**src/rtl/conv_mac_accum.sv**
```systemverilog
// Streaming MAC stage: registers operand pairs for an external multiplier,
// accumulates KLEN products per window and emits a saturated window sum.
module conv_mac_accum #(
    parameter int DATA_W = 16,
    parameter int PROD_W = 32,
    parameter int ACC_W  = 40,
    parameter int KLEN   = 9
) (
    input  logic              clk,
    input  logic              rst,
    input  logic              in_valid,
    output logic              in_ready,
    input  logic [DATA_W-1:0] in_a,
    input  logic [DATA_W-1:0] in_b,
    output logic [DATA_W-1:0] mul_a,
    output logic [DATA_W-1:0] mul_b,
    input  logic [PROD_W-1:0] mul_p,
    output logic              out_valid,
    input  logic              out_ready,
    output logic [ACC_W-1:0]  out_sum,
    output logic              out_ovf
);

    localparam int CNT_W = (KLEN > 1) ? $clog2(KLEN) : 1;
    localparam logic [CNT_W-1:0] LAST_CNT = CNT_W'(KLEN - 1);

    logic [CNT_W-1:0] count;
    logic             s1_valid;
    logic             s1_last;
    logic [ACC_W-1:0] acc;
    logic             acc_ovf;

    logic             stall;
    logic             accept;
    logic             finish;
    logic [ACC_W:0]   sum_ext;
    logic             term_ovf;
    logic [ACC_W-1:0] term_sum;

    // Only a completing term blocks; partial terms keep folding into acc.
    assign stall    = s1_valid && s1_last && out_valid && !out_ready;
    assign in_ready = !s1_valid || !stall;
    assign accept   = in_valid && in_ready;
    assign finish   = s1_valid && !stall && s1_last;

    assign sum_ext  = {1'b0, acc} + {{(ACC_W + 1 - PROD_W){1'b0}}, mul_p};
    assign term_ovf = sum_ext[ACC_W];
    assign term_sum = term_ovf ? {ACC_W{1'b1}} : sum_ext[ACC_W-1:0];

    // The term count advances at acceptance; s1 carries its own last tag.
    always_ff @(posedge clk or posedge rst) begin
        if (rst) begin
            mul_a    <= '0;
            mul_b    <= '0;
            s1_valid <= 1'b0;
            s1_last  <= 1'b0;
            count    <= '0;
        end else if (!stall) begin
            s1_valid <= accept;
            if (accept) begin
                mul_a   <= in_a;
                mul_b   <= in_b;
                s1_last <= (count == LAST_CNT);
                count   <= (count == LAST_CNT) ? '0 : count + 1'b1;
            end
        end
    end

    always_ff @(posedge clk or posedge rst) begin
        if (rst) begin
            acc     <= '0;
            acc_ovf <= 1'b0;
        end else if (s1_valid && !stall) begin
            if (s1_last) begin
                acc     <= '0;
                acc_ovf <= 1'b0;
            end else begin
                acc     <= term_sum;
                acc_ovf <= acc_ovf | term_ovf;
            end
        end
    end

    // A completing term takes priority over a same-cycle output handshake.
    always_ff @(posedge clk or posedge rst) begin
        if (rst) begin
            out_valid <= 1'b0;
            out_sum   <= '0;
            out_ovf   <= 1'b0;
        end else if (finish) begin
            out_valid <= 1'b1;
            out_sum   <= term_sum;
            out_ovf   <= acc_ovf | term_ovf;
        end else if (out_ready) begin
            out_valid <= 1'b0;
        end
    end

endmodule
```
**config.mk**
```make
export PLATFORM = sky130hd
export DESIGN_NAME = conv_mac_accum
export DESIGN_NICKNAME = d
export VERILOG_FILES = /design/src/rtl/conv_mac_accum.sv
export SDC_FILE = /design/constraint.sdc
export NUM_CORES = 1
export LEC_CHECK = 0
export ABC_AREA = 1
export CORE_UTILIZATION = 40
export CTS_CLUSTER_DIAMETER = 200
export CTS_CLUSTER_SIZE = 20
export DETAILED_ROUTE_END_ITERATION = 8
export MAX_ROUTING_LAYER = met4
export PLACE_DENSITY = 0.77
export SYNTH_ARGS = -nofsm -noshare
export SYNTH_HDL_FRONTEND = slang
export SYNTH_SLANG_ARGS = --single-unit
```
**constraint.sdc**
```tcl
create_clock -name clk -period 3.7 [get_ports clk]
set_input_delay 0.555 -clock clk [delete_from_list [all_inputs] [get_ports clk]]
set_output_delay 0.555 -clock clk [all_outputs]
set_load 0.03 [all_outputs]
```
# Yosys cells after proc, flatten, opt, wreduce, memory -nomap -nowiden
# Index checks and enable logic that the tools add are counted.
# word_totals
ff_bits,121
input_bits,68
output_inout_bits,75
wordCells,33
# classes
add_sub_neg,2
eq_ne,1
mux,6
n_bitwise,2
n_reduce_logical,12
# ops
cell,count
$mux W40,2
$add A40 B32 Y41,1
$logic_and A1 B1 Y1,6
$add A4 B1 Y4 const B,1
$eq A4 B4 Y1 const B,1
$mux W4,1
$logic_not A1 Y1,3
$mux W1,3
$reduce_and A2 Y1,1
$reduce_bool A2 Y1,1
$logic_or A1 B1 Y1,1
$not A1 Y1,1
$or A1 B1 Y1,1

# Depth between registers and ports, before layout
# logic_depth
word_depth,7
mapped_depth,15
depth_no_buf,15

# Least setup slack after synthesis
# Ideal clock, no wire load.
# synth_path
kind,input to register
startpoint,input mul_p[0]
endpoint,register out_sum[38]
setup_ns,0.117
arrival_time_ns,2.188
required_ns,3.583
slack_ns,1.395
cell_stages,15
path_buffers,1
path_cell_list,ha_1 fa_1 nand2_1 nand3_1 nand3_1 nand2_2 nand2_2 nand2_2 nand3_2 nand2_2 nand2_4 buf_6 nand3_2 nand2_1 nand2_1
# synth_via
elab_chain_len,2
# synth_rtl
item,line,text
from (decl),17,"input logic [PROD_W-1:0] mul_p,"
$add A40 B32 Y41,46,"assign sum_ext = {1'b0, acc} + {{(ACC_W + 1 - PROD_W){1'b0}}, mul_p};"
$mux W40,48,assign term_sum = term_ovf ? {ACC_W{1'b1}} : sum_ext[ACC_W-1:0];
to (signal assigned),92,out_sum <= term_sum;
to (decl),20,"output logic [ACC_W-1:0] out_sum,"
# No other way between the ends.
# A chain may end at the register's enable or synchronous reset.

# Worst setup path after layout
# layout_path
startpoint,input mul_p[0]
endpoint,register out_sum[25]
# Same word-level chain as after synthesis.

==> implementation parameters <==
Parameter                              Value

Global route
  Number of global-route vias before repair ... 7547
  First-pass GRT wire length ... 37400 µm
  Antenna violations before repair ... 0
  Total global routing track utilization ... 0.248
  Largest net degree at the start of global routing ... 78
  Global-route congestion overflow total ... 0

Synthesis
  Count of warnings emitted by yosys ... 0
  XOR/XNOR share of the synthesized area ... 0.0203
  Adder and majority cell fraction of the synthesized area ... 0.0573
  Area fraction in compound gates after synthesis ... 0.0388
  Sequential share of the synthesized area ... 0.389
  Synthesized cell area ... 7780 µm²
  Cell count after synthesis ... 1167
  Dominant combinational cell family by area after synthesis ... simple AND/OR/NAND/NOR gates
  Post-synthesis net count ... 1270
  Library cells used by synthesis ... 34
  Share of cell area taken by muxes after synthesis ... 0
  Post-synthesis average cell area ... 6.66 µm²
  Number of synthesized register bits ... 121
  Share of synthesized cell area in and, or, nand and nor gates ... 0.399

CTS
  Clock transition at the registers of the reported paths ... 0.06 ns
  Htree depth ... 4
  Sinks on the clock net ... 121
  TritonCTS Buffers ... 17
  Clk Latency, worst-skew pair ... 0.42 ns
  Number of buffers on the longest clock path ... 2
  Number of gates given a new drive strength after cts ... 0
  CTS tree ... yes
  Number of setup buffers added after CTS ... 0
  Buffer cell driving the clock tree root ... sky130_fd_sc_hd__clkbuf_16
  Quantity of hold-fixing buffers added after cts ... 0

Route
  Router iterations before antenna repair ... 5
  DRC violations left ... 0
  Number of nets with antenna violations after detailed routing ... 0
  Total via count after detailed routing ... 7649
  Vias per Instance ... 4.84
  Number of violations reported at the end of detailed-routing iteration 0 ... 495
  Wire length reported by the detailed router ... 22900 µm
  WL/cell ... 14.5 µm

Placed design
  DPL Wire Length ... 17400 µm
  Global placement routability congestion ... 0.998
  Placed cell areas ... 9480 µm²
  Count of input and output buffers ... 142

Timing
  Final critical path time including I/O delays and setup ... 2.78 ns
  Worst rel slew slack ... 0.343
  Total setup violations reported at the end of the flow ... 0
  Hold Violations, Final ... 0
  Final slew viol count ... 0
  Maximum clock skew at final layout ... 0.0171 ns
  Transition time at the pin with the least slew margin ... 0.979 ns
  Part of the cycle the worst path needs ... 0.751
  Aggregate negative setup slack ... 0 ns
  RSZ-0062 raised after global routing ... false
  Highest Clock Rate ... 0.360 GHz

Worst setup path
  Critical path capture point type ... flip-flop
  Worst reg2reg setup slack ... 1.13 ns
  Worst EP required ... 4.00 ns
  Type of element launching the critical path ... input port
  Top fanout value on the critical path ... 22
  Reg2Reg Depth ... 15
  Arrival time at the worst endpoint ... 3.08 ns
  Path type of the worst setup path ... in -> reg

Die
  Number of core rows ... 50
  Die outline height ... 141 µm
  Initial Util ... 0.412
  Die ar. ... 20000 µm²
  Number of top-level design ports ... 143
  Placeable core region ... 18900 µm²
  Die width ... 141 µm

Layout
  Area overhead of the layout relative to synthesis ... 28.9%
  Fraction of layout instances using a drive strength above 1 ... 0.0561
  Most frequent standard cell in the layout excluding fill and tap cells ... sky130_fd_sc_hd__nand2_1
  Top library cells by usage in the layout, fill and taps aside ... sky130_fd_sc_hd__nand2_1, sky130_fd_sc_hd__inv_1, sky130_fd_sc_hd__clkdlybuf4s50_1, sky130_fd_sc_hd__dfrtp_1, sky130_fd_sc_hd__nor2_1
  Fill count ... 1871
  Net count reported at finish ... 1411
  Fin area ... 10000 µm²
  Ant. Diodes ... 0

Pwr
  Static leakage power ... 5.45 nW
  Power per cell area ... 774 nW/µm²
  Worst-case vdd ir drop ... 386 µV

Outcome
  Status ... finished clean

Worst hold path
  Worst min-delay path class ... in -> async

Flow run
  Count of maximum capacitance violations ... 0
==> layout make-up <==
cell class,instances,area (µm²),share of cell area
clock buffers,21,470,0.0469
clock inverters,10,72.6,0.00724
inverters,158,597,0.0595
multi-input cells,859,4020,0.401
flip-flops and latches,121,3030,0.302
well taps,260,325,0.0324
repair buffers,151,1510,0.151
==> sequential cells by signal (all words and copies together), names as in the netlist <==
register	flops
acc_ovf	1
s1_last	1
out_ovf	1
mul_b	16
out_sum	40
mul_a	16
s1_valid	1
acc	40
count	4
out_valid	1
==> logic make-up (layout without fill, tap and decap cells) <==
logic type / after synthesis / after routing
AOI/OAI and AO/OA: 55 / 55
xor gates and xnor gates: 18 / 18
adders and majority gates: 35 / 35
buffers and inverters: 187 / 340
DFF: 121 / 121
and+or+nand+nor: 751 / 751
==> critical path: stages <==
cell and delay, ns:
sky130_fd_sc_hd__clkdlybuf4s50_1 0.42, sky130_fd_sc_hd__ha_1 0.26, sky130_fd_sc_hd__fa_1 0.44, sky130_fd_sc_hd__nand2_1 0.14, sky130_fd_sc_hd__nand3_1 0.09, sky130_fd_sc_hd__nand3_1 0.09, sky130_fd_sc_hd__nand2_2 0.09, sky130_fd_sc_hd__nand2_2 0.07
sky130_fd_sc_hd__nand2_2 0.07, sky130_fd_sc_hd__nand3_2 0.07, sky130_fd_sc_hd__nand2_2 0.07, sky130_fd_sc_hd__nand2_4 0.22, sky130_fd_sc_hd__buf_4 0.23, sky130_fd_sc_hd__nand3_2 0.10, sky130_fd_sc_hd__nand2_1 0.09, sky130_fd_sc_hd__nand2_1 0.05
==> path summary, 6_finish.rpt <==
| path | end | start |
|---|---|---|
| worst min-delay path | mul_b[2]$_DFFE_PP0P_ | rst |
| max in group asynchronous | acc[7]$_DFFE_PP0P_ | rst |
| worst min register to register | mul_b[2]$_DFFE_PP0P_ | mul_b[2]$_DFFE_PP0P_ |
| worst max-delay path | out_sum[25]$_DFFE_PP0P_ | mul_p[0] |
| worst max register to register | out_sum[25]$_DFFE_PP0P_ | acc[0]$_DFFE_PP0P_ |
| min in group clk | mul_b[2]$_DFFE_PP0P_ | mul_b[2]$_DFFE_PP0P_ |
==> synthesized netlist by cell type <==
cell type                    n  area (µm²)
sky130_fd_sc_hd__a31oi_1    12        75.1
sky130_fd_sc_hd__nand3b_1    5        37.5
sky130_fd_sc_hd__o21bai_1    3        22.5
sky130_fd_sc_hd__buf_2       6        30.0
sky130_fd_sc_hd__inv_2       3        11.3
sky130_fd_sc_hd__nor2_2      3        18.8
sky130_fd_sc_hd__nand2_1   558        2090
sky130_fd_sc_hd__nor3_2      1        10.0
sky130_fd_sc_hd__nand3_1    47         235
sky130_fd_sc_hd__dfrtp_1   121        3030
sky130_fd_sc_hd__a21oi_1    28         140
sky130_fd_sc_hd__o22ai_1     1        6.26
sky130_fd_sc_hd__nor4_4      1        21.3
sky130_fd_sc_hd__nand3_2    18         180
sky130_fd_sc_hd__inv_1     154         578
sky130_fd_sc_hd__nor3b_1     1        7.51
sky130_fd_sc_hd__ha_1       34         425
sky130_fd_sc_hd__and2_1      2        12.5
sky130_fd_sc_hd__a21o_1      1        7.51
sky130_fd_sc_hd__clkinv_1    1        3.75
sky130_fd_sc_hd__or2_0       1        6.26
sky130_fd_sc_hd__fa_1        1        20.0
sky130_fd_sc_hd__nor2_1     89         334
sky130_fd_sc_hd__buf_1       1        3.75
sky130_fd_sc_hd__nand2_4     1        11.3
sky130_fd_sc_hd__nor3_1     11        55.1
sky130_fd_sc_hd__clkbuf_1   18        67.6
sky130_fd_sc_hd__o21ai_0    10        50.1
sky130_fd_sc_hd__nor4_1      1        6.26
sky130_fd_sc_hd__xor2_1     18         158
sky130_fd_sc_hd__buf_6       4        45.0
sky130_fd_sc_hd__nand4_1     7        43.8
sky130_fd_sc_hd__or2_2       1        6.26
sky130_fd_sc_hd__nand2_2     4        25.0
==> metal layers <==
| layer | vias to the layer above | part of all wire | global-route usage |
|---|---|---|---|
| met5 | - | 0 | - |
| met4 | 0 | 0.028 | 0.0900 |
| met1 | 3532 | 0.45 | 0.317 |
| met3 | 42 | 0.066 | 0.0503 |
| li1 | 3847 | - | - |
| met2 | 228 | 0.46 | 0.391 |
==> stage by stage <==
step                      std cells  total power, mW  hold slack (ns)   util  worst slack [ns]
after CTS                      1580             7.79            0.443  0.531             0.932
final                          1580             7.77            0.454  0.531             0.922
after detailed placement       1549             6.20            0.458  0.502             0.537
after global routing           1580             8.39            0.486  0.531             0.757
after global placement         1549             6.16            0.453  0.502             0.598
after floorplan                1167             4.89            0.453      -              1.40
==> report_power, final <==
part | leakage [nW] | switching [mW] | internal, mW
Sequential | 1.50 | 0.285 | 1.76
Clock | 0.261 | 0.631 | 0.905
Combinational | 3.69 | 2.68 | 1.50
Total | 5.45 | 3.60 | 4.17
No activity file was read; power rests on OpenSTA's default activity.
